--- src/rtl/alu_result_disp.sv ---
// alu_result_disp: captures ALU sum/cout/overflow on en; drives 4-digit muxed active-low 7-seg (seg {dp,g..a}, an one-hot low) with overflow blink, plus led=cout and ovf_led=overflow
module alu_result_disp #(
  parameter int SCAN_DIV  = 1000,
  parameter int BLINK_DIV = 25000000
) (
  input  logic       clk,
  input  logic       rst,
  input  logic       en,
  input  logic [3:0] sum,
  input  logic [3:0] cout,
  input  logic       overflow,
  input  logic       signed_mode,
  output logic [7:0] seg,
  output logic [3:0] an,
  output logic [3:0] led,
  output logic       ovf_led
);
  localparam int SW = $clog2(SCAN_DIV + 1);
  localparam int BW = $clog2(BLINK_DIV + 1);
  localparam logic [127:0] HEX = {8'h8E, 8'h86, 8'hA1, 8'hC6, 8'h83, 8'h88, 8'h90, 8'h80,
                                  8'hF8, 8'h82, 8'h92, 8'h99, 8'hB0, 8'hA4, 8'hF9, 8'hC0};
  typedef enum logic [1:0] {D0, D1, D2, D3} state_t;
  state_t state, state_n;
  logic [SW-1:0] scan_cnt, scan_cnt_n;
  logic [BW-1:0] blink_cnt;
  logic phase, scan_wrap, neg, ovf_q, sm_q;
  logic [3:0] sum_q, cout_q, mag;
  logic [7:0] glyph;
  always_ff @(posedge clk or posedge rst)
    if (rst) begin
      state    <= D0;
      scan_cnt <= '0;
    end else begin
      state    <= state_n;
      scan_cnt <= scan_cnt_n;
    end
  always_ff @(posedge clk or posedge rst)
    if (rst) begin
      sum_q     <= '0;
      cout_q    <= '0;
      ovf_q     <= 1'b0;
      sm_q      <= 1'b0;
      blink_cnt <= '0;
      phase     <= 1'b0;
    end else if (en) begin
      sum_q     <= sum;
      cout_q    <= cout;
      ovf_q     <= overflow;
      sm_q      <= signed_mode;
      blink_cnt <= '0;
      phase     <= 1'b0;
    end else if (blink_cnt == BW'(BLINK_DIV - 1)) begin
      blink_cnt <= '0;
      phase     <= ~phase;
    end else begin
      blink_cnt <= blink_cnt + 1'b1;
    end
  always_comb begin
    scan_wrap  = scan_cnt == SW'(SCAN_DIV - 1);
    scan_cnt_n = scan_wrap ? '0 : scan_cnt + 1'b1;
    state_n    = scan_wrap ? state_t'(state + 2'd1) : state;
    neg        = sm_q & sum_q[3];
    mag        = neg ? -sum_q : sum_q;
    glyph      = state == D0 ? HEX[{mag, 3'b000} +: 8] :
                 state == D1 ? (neg ? 8'hBF : 8'hFF) :
                 state == D2 ? (cout_q[3] ? 8'hC6 : 8'hFF) :
                               (ovf_q ? 8'hA3 : 8'hFF);
    seg        = (ovf_q & phase) ? 8'hFF : glyph;
    an         = ~(4'b0001 << state);
    led        = cout_q;
    ovf_led    = ovf_q;
  end
endmodule

--- config.mk ---
export PLATFORM = sky130hd
export DESIGN_NAME = alu_result_disp
export DESIGN_NICKNAME = d
export VERILOG_FILES = /design/src/rtl/alu_result_disp.sv
export SDC_FILE = /design/constraint.sdc
export NUM_CORES = 1
export LEC_CHECK = 0
export BUFFER_PORTS_ARGS = -buffer_cell sky130_fd_sc_hd__buf_2
export CAP_MARGIN = 5
export CORE_MARGIN = 3
export CORE_UTILIZATION = 50
export CTS_CLUSTER_DIAMETER = 100
export CTS_CLUSTER_SIZE = 10
export DETAILED_ROUTE_END_ITERATION = 10
export PLACE_DENSITY = 0.7
export SYNTH_ARGS = -nofsm -noshare
export SYNTH_HDL_FRONTEND = slang
export SYNTH_SLANG_ARGS = --single-unit
--- constraint.sdc ---
create_clock -name clk -period 2.6 [get_ports clk]
set_input_delay 0.39 -clock clk [delete_from_list [all_inputs] [get_ports clk]]
set_output_delay 0.39 -clock clk [all_outputs]
set_load 0.01 [all_outputs]
==> impl_metrics.tcl <==
set metrics [dict create \
    viasPerCell 5.66 \
    avgSynthCellArea_sq_um 9.40 \
    grt_use_total 0.177 \
    grt_pass1_wl_um 9340 \
    power_frac_comb 0.165 \
    die_h_um 80.9 \
    htreeDepth 2 \
    core_area_sq_mm 0.00527 \
    worstSetupPathType "flip-flop to output pin" \
    postSynthNetCount 321 \
    max_clock_freq_ghz 0.396 \
    status "complete, no violations" \
    period_share 0.972 \
    synth_seq_area_share 0.429 \
    grt_pass1_vias 2073 \
    clockPowerShare 0.349 \
    hp-class "primary input to async pin" \
    required_ns 2.21 \
    whs_ns 0.0344 \
    die_w_um 80.9 \
    die_area_sq_mm 0.00654 \
    syn_to_final_growth_pct 15.9 \
    setup_viol 0 \
    critPathCaptureType "output pin" \
    switching_power_w 0.000414 \
    drv_cap 0 \
    final_layout_size_suffix_gt1_frac 0.218 \
    yosys_warnings 0 \
    synth_edf_count 0 \
    post-route-min-period_ns 2.53 \
    synth_ff_type "dfrtp_1" \
    final-max-slew-violation-count 0 \
    ir_drop_mv 0.266 \
    drc 0 \
    p_seq_frac 0.486 \
    cts_max_path_buffers 2 \
    arrival_ns 2.14 \
    cts_root_buffer "clkbuf_8" \
    internal_power_w 0.00121 \
    ant_nets 0 \
    gp_congestion 0.870 \
    synthCells 298 \
    wire_per_inst_um 13.8 \
    layout_commonest_cell "dfrtp_1" \
    clkTransAtPathRegs_ns 0.09 \
    ios 30 \
    overflow 0 \
    crit_fanout 7 \
    synthArstFlopShare 1.00 \
    clock_latency_ns 0.30 \
    fp-row-count 26 \
    start_util 0.532 \
    layout_common_cells "dfrtp_1, buf_2, nor2_1, nand2_1, a21oi_1" \
    p_leak_nw 1.38 \
    cts_buffers 5 \
    routed_wl_um 5600 \
    power_density_mw_per_mm2 499 \
    worstSetupStartpointType "flip-flop" \
    sw_frac_of_total 0.256 \
    fin_skew_ns 0.00632 \
    diodes 0 \
    vias 2294 \
    rsz0062_at_grt "yes" \
    io_buffers 28 \
    cts_tree "done" \
    cts_sinks 48 \
    syn-cell-area_sq_mm 0.00280 \
    ys_types 50 \
    hpwlAfterDp_um 4060 \
    p_total_w 0.00162 \
    ys_seq_elements 48 \
    hold_violations 0 \
    nets 357 \
    num-fill-cells 491 \
    antenna_found_initial 0 \
    grt_start_max_net_pins 25 \
    initialDrtViolationCount 76 \
    first_pass_iters 4 \
]
-- state kept, by name, summed over array words and instances (netlist names) --
| name | count |
|---|---|
| state | 2 |
| sm_q | 1 |
| sum_q | 4 |
| ovf_led | 1 |
| blink_cnt | 25 |
| scan_cnt | 10 |
| phase | 1 |
| led | 4 |
-- area by class of cell --
| class | count | area (sq um) | share of cell area |
|---|---|---|---|
| inverter | 15 | 58.8 | 0.0181 |
| clock inverter | 2 | 38.8 | 0.0119 |
| multi-input combinational | 222 | 1520 | 0.468 |
| sequential | 48 | 1200 | 0.370 |
| timing repair buffer | 42 | 258 | 0.0794 |
| clock buffer | 6 | 82.6 | 0.0254 |
| tap | 70 | 87.6 | 0.0270 |
-- final timing paths --
kind                            slack, ns          end  cells after the start         start
worst max register to register       0.40        phase                      4  blink_cnt[9]
worst min register to register       0.47  scan_cnt[0]                      1   scan_cnt[0]
worst max-delay path                 0.07       seg[0]                      7      sum_q[0]
max in group asynchronous            1.99     sum_q[1]                      3           rst
worst min-delay path                 0.03  scan_cnt[1]                      2           rst
min in group clk                     0.31     sum_q[0]                      3        sum[0]
-- metal layers --
layer  GRT usage  routed length, um  vias up
met4      0.0557                 74        0
li1            -                  -     1147
met5           0                  0        -
met2       0.284               2710       36
met1       0.243               2640     1101
met3      0.0322                173       10
-- synth_stat cells (all sizes together), types with 2 or more instances --
| library cell | instances | area, sq um |
|---|---|---|
| dfrtp | 48 | 1200 |
| nor2 | 23 | 86.3 |
| nand2 | 19 | 71.3 |
| a21oi | 18 | 90.1 |
| nand3 | 17 | 85.1 |
| inv | 15 | 56.3 |
| nand4 | 12 | 75.1 |
| or4 | 12 | 95.1 |
| xor2 | 12 | 105 |
| or3 | 11 | 68.8 |
| xnor2 | 11 | 96.3 |
| clkbuf | 10 | 37.5 |
| ha | 10 | 125 |
| o21ai | 10 | 50.1 |
| mux2 | 9 | 101 |
| o31ai | 9 | 81.3 |
| and3 | 5 | 31.3 |
| nor3 | 5 | 25.0 |
| nor2b | 4 | 25.0 |
| buf | 3 | 17.5 |
| nor4 | 3 | 18.8 |
| a211oi | 2 | 15.0 |
| and2 | 2 | 12.5 |
| mux2i | 2 | 20.0 |
| nand2b | 2 | 12.5 |
| nand3b | 2 | 15.0 |
| o211ai | 2 | 15.0 |
| o21a | 2 | 15.0 |
| or4b | 2 | 20.0 |
-- cells by family after synthesis --
logic type               after synthesis  synth area share
AND/OR/NAND/NOR                      123             0.241
AO/OA/AOI/OAI                         54             0.129
flip-flops                            48             0.429
buffers and inverters                 28            0.0398
XOR/XNOR                              23            0.0719
multiplexers                          11            0.0433
adder cells (fa/ha/maj)               10            0.0447
other                                  1           0.00134
-- worst max-delay path, stage by stage, from the launching register on --
cell and delay (ns):
dfrtp_1 0.40, inv_4 0.07, ha_2 0.18, nand3b_1 0.25
xnor2_2 0.20, or4_1 0.48, o211ai_1 0.11, buf_2 0.15
-- power groups by stage --
stage | clock (W) | sequential (W) | combinational [W]
global route | 0.000611 | 0.000791 | 0.000297
floorplan | 0 | 0.000799 | 0.000158
detailed placement | 0 | 0.000803 | 0.000245
finish | 0.000565 | 0.000787 | 0.000268
global placement | 0 | 0.000803 | 0.000243
CTS | 0.000583 | 0.000786 | 0.000254
-- metrics by stage --
stage | utilization | setup TNS, ns | setup WS, ns | cell area [sq um] | std cells
finish | 0.616 | 0 | 0.0723 | 3250 | 405
global route | 0.616 | -0.0292 | -0.0292 | 3250 | 405
CTS | 0.605 | 0 | 0.0445 | 3190 | 401
floorplan | - | 0 | 0.409 | 2800 | 298
detailed placement | 0.578 | 0 | 0.221 | 3050 | 391
global placement | 0.578 | 0 | 0.281 | 3050 | 391
-- timing repair --
item                                    CTS  global route
buffers inserted                          2             4
resized for setup                         3             8
pin swaps                                 0             2
hold buffers                              0             0
endpoints found under the setup margin    5             5
No activity file was read; power rests on OpenSTA's default activity.
